## src/rtl/fp_mult_pipe.sv

```systemverilog
// Pipelined IEEE-754 multiplier, parametrised widths and depth, valid/ready flow control.
// Subnormal inputs flush to zero; overflow/underflow saturate according to the rounding mode.
module fp_mult_pipe #(
   parameter int unsigned EXP_W   = 8,
   parameter int unsigned MAN_W   = 23,
   parameter int unsigned LATENCY = 3,
   parameter int unsigned TAG_W   = 4
) (
   input  logic                 clk,
   input  logic                 rst,
   input  logic                 in_valid,
   output logic                 in_ready,
   input  logic [EXP_W+MAN_W:0] a,
   input  logic [EXP_W+MAN_W:0] b,
   input  logic [2:0]           rnd,
   input  logic [TAG_W-1:0]     tag,
   output logic                 out_valid,
   input  logic                 out_ready,
   output logic [EXP_W+MAN_W:0] z,
   output logic [7:0]           status,
   output logic [TAG_W-1:0]     tag_out
);

   localparam int unsigned EW = EXP_W + 2;
   localparam int unsigned PW = 2 * MAN_W + 2;
   localparam int unsigned MR = MAN_W + 2;
   localparam logic [EW-1:0] BIAS    = EW'((1 << (EXP_W - 1)) - 1);
   localparam logic [EW-1:0] EXP_MAX = EW'((1 << EXP_W) - 2);

   localparam logic [2:0] RND_NEAR = 3'd0;
   localparam logic [2:0] RND_ZERO = 3'd1;
   localparam logic [2:0] RND_PINF = 3'd2;
   localparam logic [2:0] RND_NINF = 3'd3;
   localparam logic [2:0] RND_UP   = 3'd4;
   localparam logic [2:0] RND_AWAY = 3'd5;

   typedef struct packed {
      logic             valid;
      logic             sign;
      logic [EW-1:0]    exp;
      logic [PW-1:0]    prod;
      logic             is_nan;
      logic             is_inf;
      logic             is_zero;
      logic [2:0]       rnd;
      logic [TAG_W-1:0] tag;
   } s1_t;

   typedef struct packed {
      logic             valid;
      logic             sign;
      logic [EW-1:0]    exp;
      logic [MAN_W:0]   mant;
      logic             guard;
      logic             sticky;
      logic             is_nan;
      logic             is_inf;
      logic             is_zero;
      logic [2:0]       rnd;
      logic [TAG_W-1:0] tag;
   } s2_t;

   typedef struct packed {
      logic             valid;
      logic             sign;
      logic [EW-1:0]    exp;
      logic [MAN_W-1:0] frac;
      logic             inexact;
      logic             is_nan;
      logic             is_inf;
      logic             is_zero;
      logic [2:0]       rnd;
      logic [TAG_W-1:0] tag;
   } s3_t;

   logic adv;
   assign adv      = !out_valid || out_ready;
   assign in_ready = adv;

   // S1: unpack, classify, mantissa product
   logic [EXP_W-1:0] ea, eb;
   logic [MAN_W-1:0] fa, fb;
   logic             a_zero, b_zero, a_inf, b_inf, a_nan, b_nan;
   s1_t              s1_d, s1_q;

   assign ea     = a[EXP_W+MAN_W-1:MAN_W];
   assign eb     = b[EXP_W+MAN_W-1:MAN_W];
   assign fa     = a[MAN_W-1:0];
   assign fb     = b[MAN_W-1:0];
   assign a_zero = ~|ea;
   assign b_zero = ~|eb;
   assign a_inf  = (&ea) & ~|fa;
   assign b_inf  = (&eb) & ~|fb;
   assign a_nan  = (&ea) & |fa;
   assign b_nan  = (&eb) & |fb;

   always_comb begin
      s1_d         = '0;
      s1_d.valid   = in_valid;
      s1_d.sign    = a[EXP_W+MAN_W] ^ b[EXP_W+MAN_W];
      s1_d.exp     = {2'b00, ea} + {2'b00, eb} - BIAS;
      s1_d.prod    = {{(MAN_W+1){1'b0}}, 1'b1, fa} * {{(MAN_W+1){1'b0}}, 1'b1, fb};
      s1_d.is_nan  = a_nan | b_nan | (a_inf & b_zero) | (a_zero & b_inf);
      s1_d.is_inf  = !s1_d.is_nan & (a_inf | b_inf);
      s1_d.is_zero = !s1_d.is_nan & !s1_d.is_inf & (a_zero | b_zero);
      // Reserved codes behave as round-to-nearest-even
      s1_d.rnd     = (rnd > RND_AWAY) ? RND_NEAR : rnd;
      s1_d.tag     = tag;
   end

   always_ff @(posedge clk or negedge rst) begin
      if (!rst)     s1_q <= '0;
      else if (adv) s1_q <= s1_d;
   end

   // S2: normalise, guard/sticky
   logic [PW-1:0] prod_n;
   s2_t           s2_d, s2_x;

   always_comb begin
      prod_n       = s1_q.prod[PW-1] ? s1_q.prod : (s1_q.prod << 1);
      s2_d.valid   = s1_q.valid;
      s2_d.sign    = s1_q.sign;
      s2_d.exp     = s1_q.exp + EW'(s1_q.prod[PW-1]);
      s2_d.mant    = prod_n[PW-1:MAN_W+1];
      s2_d.guard   = prod_n[MAN_W];
      s2_d.sticky  = |prod_n[MAN_W-1:0];
      s2_d.is_nan  = s1_q.is_nan;
      s2_d.is_inf  = s1_q.is_inf;
      s2_d.is_zero = s1_q.is_zero;
      s2_d.rnd     = s1_q.rnd;
      s2_d.tag     = s1_q.tag;
   end

   if (LATENCY >= 3) begin : g_s2_reg
      s2_t s2_q;
      always_ff @(posedge clk or negedge rst) begin
         if (!rst)     s2_q <= '0;
         else if (adv) s2_q <= s2_d;
      end
      assign s2_x = s2_q;
   end else begin : g_s2_comb
      assign s2_x = s2_d;
   end

   // S3: round and post-normalise
   logic          inc, lost;
   logic [MR-1:0] mant_r;
   s3_t           s3_d, s3_x;

   always_comb begin
      lost = s2_x.guard | s2_x.sticky;
      inc  = 1'b0;
      case (s2_x.rnd)
         RND_ZERO: inc = 1'b0;
         RND_PINF: inc = lost & !s2_x.sign;
         RND_NINF: inc = lost & s2_x.sign;
         RND_UP:   inc = s2_x.guard;
         RND_AWAY: inc = lost;
         default:  inc = s2_x.guard & (s2_x.sticky | s2_x.mant[0]);
      endcase
      mant_r       = {1'b0, s2_x.mant} + MR'(inc);
      s3_d.valid   = s2_x.valid;
      s3_d.sign    = s2_x.sign;
      s3_d.exp     = s2_x.exp + EW'(mant_r[MAN_W+1]);
      s3_d.frac    = mant_r[MAN_W+1] ? mant_r[MAN_W:1] : mant_r[MAN_W-1:0];
      s3_d.inexact = lost;
      s3_d.is_nan  = s2_x.is_nan;
      s3_d.is_inf  = s2_x.is_inf;
      s3_d.is_zero = s2_x.is_zero;
      s3_d.rnd     = s2_x.rnd;
      s3_d.tag     = s2_x.tag;
   end

   if (LATENCY >= 4) begin : g_s3_reg
      s3_t s3_q;
      always_ff @(posedge clk or negedge rst) begin
         if (!rst)     s3_q <= '0;
         else if (adv) s3_q <= s3_d;
      end
      assign s3_x = s3_q;
   end else begin : g_s3_comb
      assign s3_x = s3_d;
   end

   // S4: exceptions and pack
   logic                 ovf, unf, sat_dir;
   logic                 f_inexact, f_huge, f_tiny, f_nan, f_inf, f_zero;
   logic [EXP_W+MAN_W:0] z_d;

   always_comb begin
      // Directed modes saturate away from zero when rounding toward the result's sign
      sat_dir   = (s3_x.rnd == RND_AWAY) || (s3_x.rnd == RND_PINF && !s3_x.sign) ||
                  (s3_x.rnd == RND_NINF && s3_x.sign);
      ovf       = !s3_x.exp[EW-1] && (s3_x.exp > EXP_MAX);
      unf       = s3_x.exp[EW-1] || (s3_x.exp == '0);
      z_d       = {s3_x.sign, s3_x.exp[EXP_W-1:0], s3_x.frac};
      f_inexact = s3_x.inexact;
      f_huge    = 1'b0;
      f_tiny    = 1'b0;
      f_nan     = 1'b0;
      f_inf     = 1'b0;
      f_zero    = 1'b0;
      if (s3_x.is_nan) begin
         z_d       = {1'b0, {EXP_W{1'b1}}, 1'b1, {(MAN_W-1){1'b0}}};
         f_inexact = 1'b0;
         f_nan     = 1'b1;
      end else if (s3_x.is_inf) begin
         z_d       = {s3_x.sign, {EXP_W{1'b1}}, {MAN_W{1'b0}}};
         f_inexact = 1'b0;
         f_inf     = 1'b1;
      end else if (s3_x.is_zero) begin
         z_d       = {s3_x.sign, {(EXP_W+MAN_W){1'b0}}};
         f_inexact = 1'b0;
         f_zero    = 1'b1;
      end else if (ovf) begin
         f_huge    = 1'b1;
         f_inexact = 1'b1;
         if (sat_dir || s3_x.rnd == RND_NEAR || s3_x.rnd == RND_UP) begin
            z_d   = {s3_x.sign, {EXP_W{1'b1}}, {MAN_W{1'b0}}};
            f_inf = 1'b1;
         end else begin
            z_d = {s3_x.sign, {(EXP_W-1){1'b1}}, 1'b0, {MAN_W{1'b1}}};
         end
      end else if (unf) begin
         f_tiny    = 1'b1;
         f_inexact = 1'b1;
         if (sat_dir) begin
            z_d = {s3_x.sign, {(EXP_W-1){1'b0}}, 1'b1, {MAN_W{1'b0}}};
         end else begin
            z_d    = {s3_x.sign, {(EXP_W+MAN_W){1'b0}}};
            f_zero = 1'b1;
         end
      end
   end

   always_ff @(posedge clk or negedge rst) begin
      if (!rst) begin
         out_valid <= 1'b0;
         z         <= '0;
         status    <= '0;
         tag_out   <= '0;
      end else if (adv) begin
         out_valid <= s3_x.valid;
         if (s3_x.valid) begin
            z       <= z_d;
            status  <= {2'b00, f_inexact, f_huge, f_tiny, f_nan, f_inf, f_zero};
            tag_out <= s3_x.tag;
         end
      end
   end

endmodule

```

## config.mk

```make
export PLATFORM = sky130hd
export DESIGN_NAME = fp_mult_pipe
export DESIGN_NICKNAME = d
export VERILOG_FILES = /design/src/rtl/fp_mult_pipe.sv
export SDC_FILE = /design/constraint.sdc
export NUM_CORES = 2
export LEC_CHECK = 0
export ABC_AREA = 1
export BUFFER_PORTS_ARGS = -buffer_cell sky130_fd_sc_hd__buf_2
export CELL_PAD_IN_SITES_DETAIL_PLACEMENT = 0
export CELL_PAD_IN_SITES_GLOBAL_PLACEMENT = 2
export CORE_MARGIN = 3
export CORE_UTILIZATION = 38
export DETAILED_ROUTE_END_ITERATION = 16
export PLACE_DENSITY_LB_ADDON = 0.1
export REMOVE_ABC_BUFFERS = 1
export SYNTH_ARGS = -nofsm -noshare
export SYNTH_HDL_FRONTEND = slang
export SYNTH_SLANG_ARGS = --single-unit
```

## constraint.sdc

```tcl
create_clock -name clk -period 4.9 [get_ports clk]
set_input_delay 0.735 -clock clk [delete_from_list [all_inputs] [get_ports clk]]
set_output_delay 0.735 -clock clk [all_outputs]
set_load 0.02 [all_outputs]
```

==> impl_metrics.yaml <==
synthesis:
  synth-edff-count: 0
  synthCells: 3894
  avgSynthCellArea_um2: 7.38
  synth.distinct_cells: 51
  synthesis.area_um2: 28700
  synth-main-ff-cell: "dfrtp_1"
  synth_top_area_frac: 0.336
  synthArstFlopShare: 1.00
  yosysSeqAreaShare: 0.140
  synth_area_leader_cell: "fa_1"
  synth_warnings: 0
  ys_ff_latch: 161
  yosys-top-cells-area: "fa_1, nand2_1, inv_1"
die:
  die_w_um: 281
  ios: 121
  die_y_um: 281
  rows: 100
  start_util: 0.385
  coreArea_um2: 74700
  dieArea_um2: 79000
cells_and_area:
  nets: 5048
  final_cell_mix: "nand2_1, inv_1, fa_1"
  multiInputGateArea_um2: 22200
  num-fill-cells: 7611
  seq_area_um2: 4030
  layout_commonest_cell: "nand2_1"
  drive_gt1_frac: 0.251
  syn2layout_area_growth_pct: 28.7
  instances_no_fill: 5278
drt:
  drt-initial-drc-count: 1044
  finalWirelength_mm: 87.6
  route.detailed.drc: 0
  vias: 24600
  wl_per_cell_um: 16.6
  first_pass_iters: 7
  detail-route-antenna-nets: 0
  viasPerCell: 4.66
cts:
  clk_latency_ps: 440
  cts_buffers: 17
  clockBufferDepth: 2
  h-tree-depth: 4
  cts_tree: "built"
  clock-sinks: 161
  clockRootBuffer: "clkbuf_16"
  clk_pin_slew_ps: 60
sta:
  clock_skew_ps: 10.1
  hold_violations: 0
  period_share: 1.22
  finalSetupTns_ps: -33690
  fmax_mhz: 168
  slew_headroom: 0.376
  holdWs_ps: 335
  rsz0062_at_grt: "yes"
  setup_violations: 39
  slew_viol_final: 0
  timing.final.crit_period_ps: 5950
  setup_ws_ps: -1050
  worstMarginPinSlew_ps: 928
run:
  drv_cap: 0
global_routing:
  first_global_vias: 25900
  grt_max_degree: 85
  antenna_found_initial: 0
  grt_first_pass_wirelength_mm: 141
  overflow: 0
  track_usage: 0.229
setup_path:
  crit_type: "in -> reg"
  worst_setup_path_end_kind: "register"
  worst_ep_required_time_ps: 5220
  cp.arrival_ps: 6270
  critPathLaunchType: "input port"
  crit_path_max_fanout: 5
min_path:
  hold_class: "in -> async"
placement:
  dp_hpwl_mm: 73.4
  port_buffers: 118
  place_inst: 5175
  globalplace.congestion: 0.884
outcome:
  violations: "negative setup slack"
  status: "complete, but fails checks"
[final cells by class]
| class | count | area share |
|---|---|---|
| flip-flops and latches | 161 | 0.109 |
| clock inverters | 9 | 0.00484 |
| clock buffers | 23 | 0.0127 |
| repair buffers | 526 | 0.129 |
| diodes | 1 | 0.0000677 |
| well taps | 969 | 0.0328 |
| inverters | 1082 | 0.111 |
| multi-input cells | 2507 | 0.601 |
[synth_stat cells (7+ instances only)]
cell         n
a21oi_1     75
clkbuf_1   134
dfrtp_1    161
fa_1       483
ha_1       195
inv_1     1077
nand2_1   1133
nand2_2      9
nand3_1    101
nand3b_1    16
nand4_1     31
nor2_1     158
nor3_1      38
nor4_1       8
o211ai_1    15
o21ai_0    149
o21ai_1     10
or2_2       10
xnor2_1      7
xor2_1      13
[per-stage QoR]
step                worst slack [ps]   util  area [um^2]
global placement               -1950  0.437        32700
finish                         -1050  0.495        37000
CTS                            -1000  0.480        35900
floorplan                      -2060      -        28100
detailed placement             -1990  0.437        32700
global route                   -1220  0.495        37000
[logic make-up (layout without fill, tap and decap cells)]
logic type,Yosys count,in the layout,share of synthesized area
XOR/XNOR,21,21,0.00705
AND/OR/NAND/NOR,1520,1521,0.215
buffers and inverters,1228,1640,0.162
flip-flops,161,161,0.140
adder cells (fa/ha/maj),678,678,0.421
AO/OA/AOI/OAI,285,285,0.0541
other,1,3,0.000130
[critical path, stage by stage]
cell and delay [ps]:
buf_12 120, buf_16 140, nand2_4 50, inv_2 40, fa_1 540, inv_2 40
fa_1 560, inv_2 50, fa_1 460, fa_1 530, fa_2 460, fa_1 490
inv_1 50, fa_1 550, inv_2 70, ha_4 290, nand2_4 120, nor2_4 60
buf_4 130, buf_6 110, a21oi_4 170, nand2_2 120, nor3_2 110, nand3b_1 200
nand2_1 70
[flip-flops by register name, summed over array words and instances (netlist names)]
signal and count:
g_s2_reg.s2_q 48, out_valid 1, s1_q 70, status 6
tag_out 4, z 32
[metal layers]
metal / GRT usage / up-vias / wire [um]
li1: - / 12100 / -
met1: 0.305 / 12000 / 39800
met2: 0.406 / 375 / 43600
met3: 0.0163 / 77 / 2330
met4: 0.0524 / 0 / 1910
met5: 0 / - / 0
[path summary, 6_finish.rpt]
kind                                                    from  cells past startpoint                           end  slack, ps
worst max-delay path                                    a[9]                     25          s1_q[34]$_DFFE_PN0N_      -1050
worst min-delay path                                     rst                      1          s1_q[65]$_DFFE_PN0N_        340
worst max register to register  g_s2_reg.s2_q[6]$_DFFE_PN0N_                     32             z[20]$_DFFE_PN0P_        370
worst min register to register              z[8]$_DFFE_PN0P_                      2              z[8]$_DFFE_PN0P_        470
max in group asynchronous                                rst                      2  g_s2_reg.s2_q[3]$_DFFE_PN0N_       3400
min in group clk                            z[8]$_DFFE_PN0P_                      2              z[8]$_DFFE_PN0P_        470
[what timing repair did]
item,in CTS,in global routing
setup endpoints to repair,41,75
hold buffers,0,0
gates resized for setup,643,266
pin swaps,179,188
buffers inserted,40,37
gates cloned,2,2
Power is not shown: default switching activity piles up to over one toggle a cycle in this logic, so the estimate is an artifact.
